`src/rtl/fetch_stage_pkg.sv`:
```
// Shared types for the instruction fetch stage: fetch entry record, exception code, FSM states.
// Latency: n/a (types and constants only).
// Backpressure: n/a.
package fetch_stage_pkg;

    localparam logic [5:0] ECODE_ADEF = 6'h08;

    // One buffered fetch result, as presented to the IF/ID register.
    typedef struct packed {
        logic [31:0] pc;
        logic [31:0] inst;
        logic        is_exc;
        logic [5:0]  ecode;
    } fetch_entry_t;

    typedef enum logic [1:0] {
        ST_IDLE,
        ST_REQ,
        ST_WAIT,
        ST_HALT
    } fetch_state_t;

endpackage

```
`src/rtl/fetch_stage_if.sv`:
```
// Instruction-port and downstream-handshake bundle for the fetch stage.
// Latency: n/a (wiring only).
// Backpressure: allow_in from the IF/ID register; addr_ok/data_ok from the instruction bus.
// master: fetch stage side. slave: bus model / downstream side.
interface fetch_stage_if;

    logic        inst_req;
    logic [31:0] inst_addr;
    logic        inst_addr_ok;
    logic        inst_data_ok;
    logic [31:0] inst_rdata;

    logic        allow_in;
    logic        valid_out;
    logic [31:0] out_pc;
    logic [31:0] out_inst;
    logic        out_is_exc;
    logic [5:0]  out_ecode;

    modport master (
        output inst_req, inst_addr, valid_out, out_pc, out_inst, out_is_exc, out_ecode,
        input  inst_addr_ok, inst_data_ok, inst_rdata, allow_in
    );

    modport slave (
        input  inst_req, inst_addr, valid_out, out_pc, out_inst, out_is_exc, out_ecode,
        output inst_addr_ok, inst_data_ok, inst_rdata, allow_in
    );

endinterface

```
`src/rtl/fetch_stage_fifo.sv`:
```
// Small registered FIFO of fetch entries with synchronous clear.
// Latency: push at edge N is visible at head after edge N (count/head registered).
// Backpressure: none internally; caller must only push when count < DEPTH.
// Ports: aclk/aresetn, clear (drops contents and same-cycle push/pop), push/push_dat, pop, head, count.
module fetch_stage_fifo
    import fetch_stage_pkg::*;
#(
    parameter  int DEPTH = 2,
    localparam int CW    = $clog2(DEPTH) + 1
) (
    input  logic          aclk,
    input  logic          aresetn,
    input  logic          clear,
    input  logic          push,
    input  fetch_entry_t  push_dat,
    input  logic          pop,
    output fetch_entry_t  head,
    output logic [CW-1:0] count
);

    localparam int AW = $clog2(DEPTH);

    fetch_entry_t   mem [DEPTH];
    logic [AW-1:0]  wr_ptr;
    logic [AW-1:0]  rd_ptr;
    logic           do_pop;

    assign do_pop = pop && (count != '0);

    // DEPTH is a power of two, so pointers wrap naturally.
    always_ff @(posedge aclk) begin
        if (!aresetn || clear) begin
            wr_ptr <= '0;
            rd_ptr <= '0;
            count  <= '0;
        end else begin
            if (push) begin
                wr_ptr <= wr_ptr + 1'b1;
            end
            if (do_pop) begin
                rd_ptr <= rd_ptr + 1'b1;
            end
            case ({push, do_pop})
                2'b10:   count <= count + 1'b1;
                2'b01:   count <= count - 1'b1;
                default: count <= count;
            endcase
        end
    end

    always_ff @(posedge aclk) begin
        if (push) begin
            mem[wr_ptr] <= push_dat;
        end
    end

    // Head reads as all-zero when empty so the outputs are clean after reset/flush.
    assign head = (count != '0) ? mem[rd_ptr] : '0;

endmodule

```
`src/rtl/fetch_stage.sv`:
```
// Pre-ID fetch stage: PC generation, single-outstanding instruction requests, FIFO of results.
// Latency: data_ok in cycle N -> valid_out in cycle N+1; misaligned PC -> exception entry next cycle.
// Backpressure: pops on valid_out && allow_in; no new request is issued while the FIFO is full.
// Ports: aclk, aresetn (sync, active-low), redirect_valid/redirect_pc, bus (fetch_stage_if.master).
module fetch_stage
    import fetch_stage_pkg::*;
#(
    parameter logic [31:0] RESET_PC = 32'h1c000000,
    parameter int          DEPTH    = 2,
    parameter logic [31:0] NOP_INST = 32'h03400000
) (
    input  logic          aclk,
    input  logic          aresetn,
    input  logic          redirect_valid,
    input  logic [31:0]   redirect_pc,
    fetch_stage_if.master bus
);

    localparam int CW = $clog2(DEPTH) + 1;

    fetch_state_t  state_q, state_d;
    logic [31:0]   pc_q, pc_d;
    logic [31:0]   req_addr_q, req_addr_d;
    logic          discard_q, discard_d;

    logic          push;
    fetch_entry_t  push_dat;
    logic          pop;
    fetch_entry_t  head;
    logic [CW-1:0] count;
    logic          room;

    assign room = (count < CW'(DEPTH));

    always_ff @(posedge aclk) begin
        if (!aresetn) begin
            state_q    <= ST_IDLE;
            pc_q       <= RESET_PC;
            req_addr_q <= '0;
            discard_q  <= 1'b0;
        end else begin
            state_q    <= state_d;
            pc_q       <= pc_d;
            req_addr_q <= req_addr_d;
            discard_q  <= discard_d;
        end
    end

    always_comb begin
        state_d    = state_q;
        pc_d       = pc_q;
        req_addr_d = req_addr_q;
        discard_d  = discard_q;
        push       = 1'b0;
        push_dat   = '0;

        case (state_q)
            ST_IDLE: begin
                if (redirect_valid) begin
                    pc_d = redirect_pc;
                end else if (room) begin
                    if (pc_q[1:0] == 2'b00) begin
                        req_addr_d = pc_q;
                        state_d    = ST_REQ;
                    end else begin
                        // Misaligned fetch: report ADEF without touching the bus, then park.
                        push            = 1'b1;
                        push_dat.pc     = pc_q;
                        push_dat.inst   = NOP_INST;
                        push_dat.is_exc = 1'b1;
                        push_dat.ecode  = ECODE_ADEF;
                        state_d         = ST_HALT;
                    end
                end
            end

            ST_REQ: begin
                // The request is held until accepted even after a redirect; its
                // response is then marked for discard.
                if (redirect_valid) begin
                    pc_d      = redirect_pc;
                    discard_d = 1'b1;
                end else if (bus.inst_addr_ok && !discard_q) begin
                    pc_d = pc_q + 32'd4;
                end
                // With discard set, pc already holds the redirect target: no increment.
                if (bus.inst_addr_ok) begin
                    state_d = ST_WAIT;
                end
            end

            ST_WAIT: begin
                if (redirect_valid) begin
                    pc_d = redirect_pc;
                end
                if (bus.inst_data_ok) begin
                    push            = !discard_q && !redirect_valid;
                    push_dat.pc     = req_addr_q;
                    push_dat.inst   = bus.inst_rdata;
                    push_dat.is_exc = 1'b0;
                    push_dat.ecode  = 6'h00;
                    discard_d       = 1'b0;
                    state_d         = ST_IDLE;
                end else if (redirect_valid) begin
                    discard_d = 1'b1;
                end
            end

            ST_HALT: begin
                if (redirect_valid) begin
                    pc_d    = redirect_pc;
                    state_d = ST_IDLE;
                end
            end

            default: state_d = ST_IDLE;
        endcase
    end

    assign pop = bus.valid_out && bus.allow_in;

    fetch_stage_fifo #(
        .DEPTH (DEPTH)
    ) u_fifo (
        .aclk     (aclk),
        .aresetn  (aresetn),
        .clear    (redirect_valid),
        .push     (push),
        .push_dat (push_dat),
        .pop      (pop),
        .head     (head),
        .count    (count)
    );

    assign bus.inst_req   = (state_q == ST_REQ);
    assign bus.inst_addr  = req_addr_q;
    assign bus.valid_out  = (count != '0);
    assign bus.out_pc     = head.pc;
    assign bus.out_inst   = head.inst;
    assign bus.out_is_exc = head.is_exc;
    assign bus.out_ecode  = head.ecode;

endmodule

```
`src/flat_wrapper.sv`:
```
// flat-port wrapper written by rule: the top's interface ports become plain ports
module fetch_stage_flat import fetch_stage_pkg::*;
#(
    parameter logic [31:0] RESET_PC = 32'h1c000000,
    parameter int          DEPTH    = 2,
    parameter logic [31:0] NOP_INST = 32'h03400000
)
  (aclk, aresetn, redirect_valid, redirect_pc, bus_inst_req, bus_inst_addr, bus_valid_out, bus_out_pc, bus_out_inst, bus_out_is_exc, bus_out_ecode, bus_inst_addr_ok, bus_inst_data_ok, bus_inst_rdata, bus_allow_in);
  fetch_stage_if bus_i ();
  input  logic aclk;
  input  logic aresetn;
  input  logic redirect_valid;
  input  logic [31:0] redirect_pc;
  output wire logic [$bits(bus_i.inst_req)-1:0] bus_inst_req;
  output wire logic [$bits(bus_i.inst_addr)-1:0] bus_inst_addr;
  output wire logic [$bits(bus_i.valid_out)-1:0] bus_valid_out;
  output wire logic [$bits(bus_i.out_pc)-1:0] bus_out_pc;
  output wire logic [$bits(bus_i.out_inst)-1:0] bus_out_inst;
  output wire logic [$bits(bus_i.out_is_exc)-1:0] bus_out_is_exc;
  output wire logic [$bits(bus_i.out_ecode)-1:0] bus_out_ecode;
  input wire logic [$bits(bus_i.inst_addr_ok)-1:0] bus_inst_addr_ok;
  input wire logic [$bits(bus_i.inst_data_ok)-1:0] bus_inst_data_ok;
  input wire logic [$bits(bus_i.inst_rdata)-1:0] bus_inst_rdata;
  input wire logic [$bits(bus_i.allow_in)-1:0] bus_allow_in;
  assign bus_inst_req = bus_i.inst_req;
  assign bus_inst_addr = bus_i.inst_addr;
  assign bus_valid_out = bus_i.valid_out;
  assign bus_out_pc = bus_i.out_pc;
  assign bus_out_inst = bus_i.out_inst;
  assign bus_out_is_exc = bus_i.out_is_exc;
  assign bus_out_ecode = bus_i.out_ecode;
  assign bus_i.inst_addr_ok = bus_inst_addr_ok;
  assign bus_i.inst_data_ok = bus_inst_data_ok;
  assign bus_i.inst_rdata = bus_inst_rdata;
  assign bus_i.allow_in = bus_allow_in;
  fetch_stage #(.RESET_PC(RESET_PC), .DEPTH(DEPTH), .NOP_INST(NOP_INST)) u_core (.aclk(aclk), .aresetn(aresetn), .redirect_valid(redirect_valid), .redirect_pc(redirect_pc), .bus(bus_i));
endmodule
```
`config.mk`:
```
export PLATFORM = sky130hd
export DESIGN_NAME = fetch_stage_flat
export DESIGN_NICKNAME = d
export VERILOG_FILES = /design/src/rtl/fetch_stage_pkg.sv /design/src/rtl/fetch_stage_if.sv /design/src/rtl/fetch_stage_fifo.sv /design/src/rtl/fetch_stage.sv /design/src/flat_wrapper.sv
export SDC_FILE = /design/constraint.sdc
export NUM_CORES = 1
export LEC_CHECK = 0
export CELL_PAD_IN_SITES_DETAIL_PLACEMENT = 1
export CELL_PAD_IN_SITES_GLOBAL_PLACEMENT = 1
export CORE_ASPECT_RATIO = 2
export CORE_MARGIN = 2
export CORE_UTILIZATION = 33
export CTS_BUF_LIST = sky130_fd_sc_hd__clkbuf_4 sky130_fd_sc_hd__clkbuf_8 sky130_fd_sc_hd__clkbuf_16
export DETAILED_ROUTE_END_ITERATION = 8
export PLACE_DENSITY = 0.71
export SLEW_MARGIN = 30
export SYNTH_ARGS = -nofsm -noshare
export SYNTH_HDL_FRONTEND = slang
export SYNTH_SLANG_ARGS = --single-unit
```
`constraint.sdc`:
```
create_clock -name aclk -period 14.3 [get_ports aclk]
set_clock_uncertainty 0.15 [all_clocks]
set_input_delay 2.86 -clock aclk [delete_from_list [all_inputs] [get_ports aclk]]
set_output_delay 2.86 -clock aclk [all_outputs]
set_load 0.005 [all_outputs]
```
==> summary.txt <==
Status
  • Run status: finished, final reports clean

Synth
  • Area fraction in and, or, nand and nor cells after synthesis: 0.167
  • Biggest area consumer among synthesized cells: edfxtp_1
  • Post-synth EDFFs: 130
  • Fraction of synthesized cell area in xor and xnor cells: 0.00473
  • Sequential share of the synthesized area: 0.577
  • Yosys warnings: 0
  • Mux cell area share after synthesis: 0.0737
  • Post-synthesis average cell area: 11.1 µm²
  • Number of synthesized register bits: 202
  • Async SR Flop Fraction: 0
  • Most used DFF post-synth: edfxtp_1
  • Most area-consuming cells after synthesis: edfxtp_1 (42%), dfxtp_1 (16%), mux2i_1 (7.2%)
  • Post-synth top area share: 0.422
  • Compound-Gate Fraction of Synth Area: 0.119
  • Synth unique cells: 69
  • Combinational family with the most area after synthesis: simple AND/OR/NAND/NOR gates
  • Combined area of all synthesized cells: 9260 µm²
  • Cells after synthesis: 835
  • Arithmetic-cell share of the synthesized area counting full adders, half adders and majority gates: 0.00946

Worst setup path
  • Worst Reg2Reg Path Length in Cells: 7
  • Startpoint of the lowest-slack register-to-register path: u_core.state_q[0]$_SDFFE_PN0P_
  • Startpoint type of the worst setup path: flip-flop
  • Endpoint class of the critical path: primary output
  • Setup CP Type: reg -> out
  • Register-to-register setup slack: 11.35 ns
  • Required time of the worst setup path: 11.29 ns
  • Data arrival time of the worst path: 2.77 ns
  • Highest fanout seen on the critical path: 44
  • Endpoint of the lowest-slack register-to-register path: u_core.u_fifo.mem[0][44]$_DFFE_PP_
  • Worst setup path endpoint: bus_out_pc[12]

STA
  • Crit share post-route: 0.404
  • Total count of max-transition violations in the final report: 0
  • Relative slew margins: 0.328
  • Final-report setup violation count: 0
  • Final Critical Period: 5.78 ns
  • Slew at the pin closest to its max-slew limit: 1.00 ns
  • Setup repair after global routing missed its margin: false
  • Total negative slack: 0 ns
  • Final Hold Vio Count: 0
  • Peak clock frequency supported by timing: 173 MHz

Cells and area
  • Finished Layout Cells: 1,333
  • Layout overhead on the synthesized area: 26.9%
  • Proportion of layout cells with a drive suffix above 1: 0.0714
  • Final design area excluding fillers: 11,700 µm²
  • Number of diodes: 0
  • Area of all sequential standard cells: 5350 µm²
  • Final net count: 1,046
  • Combined area of the multi-input logic cells: 3510 µm²
  • Fill cell count: 3,003

Global route
  • Vias in the first global route: 7,333
  • Maximum number of pins on one net before global-route repair: 67
  • Antenna violations before repair: 0
  • Total track usage: 0.184
  • Total grt overflow: 0
  • First-pass GRT wire length: 41.3 mm

Place
  • Number of cells after detailed placement: 1,300
  • Post-DP HPWL: 19.8 mm
  • Port-buffer cells: 169
  • Instance area at placement: 11,100 µm²
  • RD Place Congestion: 0.921

Drt
  • First-pass detailed-route iteration total: 4
  • Post-detailed-route count of antenna-violating nets: 0
  • Initial drt markers: 384
  • Count of vias placed by the detailed router: 7,072
  • Drt drc: 0
  • Average via count per standard cell: 5.31
  • Routed wirelength normalized by instance count: 20.6 µm
  • Overall routed net length: 27.4 mm

Job
  • Max_cap viols: 0

Clock network
  • Total clock sinks: 202
  • Clock latency on the worst-skew pair: 0.49 ns
  • TritonCTS clock tree: yes
  • Cell chosen for the clock root: clkbuf_16
  • Number of buffers created by CTS: 19
  • Number of buffers inserted by hold repair at cts: 0
  • Post-cts repair resize count: 0
  • Number of buffers inserted to repair setup after CTS: 0
  • Maximum clock path buffer count: 3
  • Number of H-tree branching levels: 1
  • Worst-path clk slew: 0.07 ns

Die
  • Initial cell density of the core: 0.336
  • Core Area: 27,500 µm²
  • Die ar.: 29,500 µm²
  • Horizontal extent of the die: 122 µm
  • Std-Cell Rows: 86
  • Die span in y: 241 µm
  • Ports: 175

Hold path
  • Worst min-delay path class: reg -> reg

Pwr
  • Peak ir drop on the vdd network: 0.0720 mV
  • Pwr/cell area: 133 nW/µm²
  • Leakage power: 3.97 nW
-- per-layer routing --
layer / GRT usage / wire [µm]
met1: 0.193 / 9990
met4: 0.0909 / 1230
met5: 0 / 0
met2: 0.354 / 15100
met3: 0.0217 / 1060
-- registers in the layout (all words and copies together), names as in the netlist, named ones only --
name and count:
u_core.u_fifo.mem 130, u_core.bus.inst_addr 32, u_core.pc_q 32, u_core.state_q 2, u_core.u_fifo.count 2, u_core.discard_q 1, u_core.u_fifo.rd_ptr 1, u_core.u_fifo.wr_ptr 1
-- power by group --
part	total [mW]	internal (mW)	switching (mW)
registers	0.737	0.691	0.0460
logic	0.321	0.131	0.190
clock network	0.506	0.296	0.210
total	1.56	1.12	0.446
-- worst min path at each step --
stage                                             to                                 start  cells past startpoint  slack [ns]
6_report        u_core.bus.inst_addr[9]$_SDFFE_PN0P_  u_core.bus.inst_addr[9]$_SDFFE_PN0P_                      2        0.33
5_1_grt         u_core.bus.inst_addr[9]$_SDFFE_PN0P_  u_core.bus.inst_addr[9]$_SDFFE_PN0P_                      2        0.35
4_1_cts         u_core.bus.inst_addr[9]$_SDFFE_PN0P_  u_core.bus.inst_addr[9]$_SDFFE_PN0P_                      2        0.33
3_5_place_dp    u_core.bus.inst_addr[9]$_SDFFE_PN0P_  u_core.bus.inst_addr[9]$_SDFFE_PN0P_                      2        0.32
3_3_place_gp    u_core.bus.inst_addr[9]$_SDFFE_PN0P_  u_core.bus.inst_addr[9]$_SDFFE_PN0P_                      2        0.31
2_1_floorplan  u_core.bus.inst_addr[31]$_SDFFE_PN0P_          u_core.pc_q[31]$_SDFFE_PN0P_                      2        0.31
-- cells by family after synthesis --
group,after synthesis
simple gates,312
flops,202
compound gates,157
buf+inv,83
mux,68
fa+ha+maj,7
xor+xnor,5
other cells,1
-- cells in the final DEF, fill, tap and decap left out, types with 5 or more instances in the layout --
master,instances
o221a_2,5
dfxtp_1,71
nand4_1,15
inv_1,9
nor4_1,7
mux2i_1,67
and3_1,41
nor2_1,94
buf_4,14
clkdlybuf4s50_1,169
ha_1,6
edfxtp_1,130
and2_1,9
conb_1,5
a22o_1,31
nand3_1,16
clkbuf_16,19
nor3_1,12
a211oi_1,6
and4_1,7
a21oi_1,51
o21ai_0,16
clkbuf_4,7
a31oi_1,5
or3_1,5
nand2_1,76
a311oi_1,7
-- metrics by stage --
stage | total power [mW] | util | hold slack (ns) | setup slack (ns)
2_1_floorplan | 0.931 | - | 0.309 | 7.00
3_3_place_gp | 1.06 | 0.404 | 0.307 | 8.43
3_5_place_dp | 1.07 | 0.404 | 0.321 | 8.37
4_1_cts | 1.58 | 0.426 | 0.331 | 8.44
5_1_grt | 1.64 | 0.427 | 0.355 | 8.36
6_report | 1.56 | 0.427 | 0.329 | 8.52
-- cell usage after synthesis, types with 15 or more instances --
cell type    n
edfxtp_1   130
nor2_1      96
nand2_1     76
dfxtp_1     72
mux2i_1     67
a21oi_1     51
and3_1      41
clkbuf_1    32
a22o_1      31
buf_2       21
nand3_1     16
o21ai_0     16
nand4_1     15
-- area by class of cell --
class                           count  area share
Clock buffer                       26      0.0449
Clock inverter                      7     0.00767
Inverter                            9     0.00288
Multi-Input combinational cell    554       0.299
Sequential cell                   202       0.455
Tap cell                          352      0.0375
Timing Repair Buffer              183       0.153
-- worst max-delay path, cell delays in order, from the launching register on --
cell	delay, ns
dfxtp_4	0.59
buf_4	0.66
mux2i_1	0.44
nor2_1	0.07
clkdlybuf4s50_1	0.47
Power figures use the tool's default switching activity.
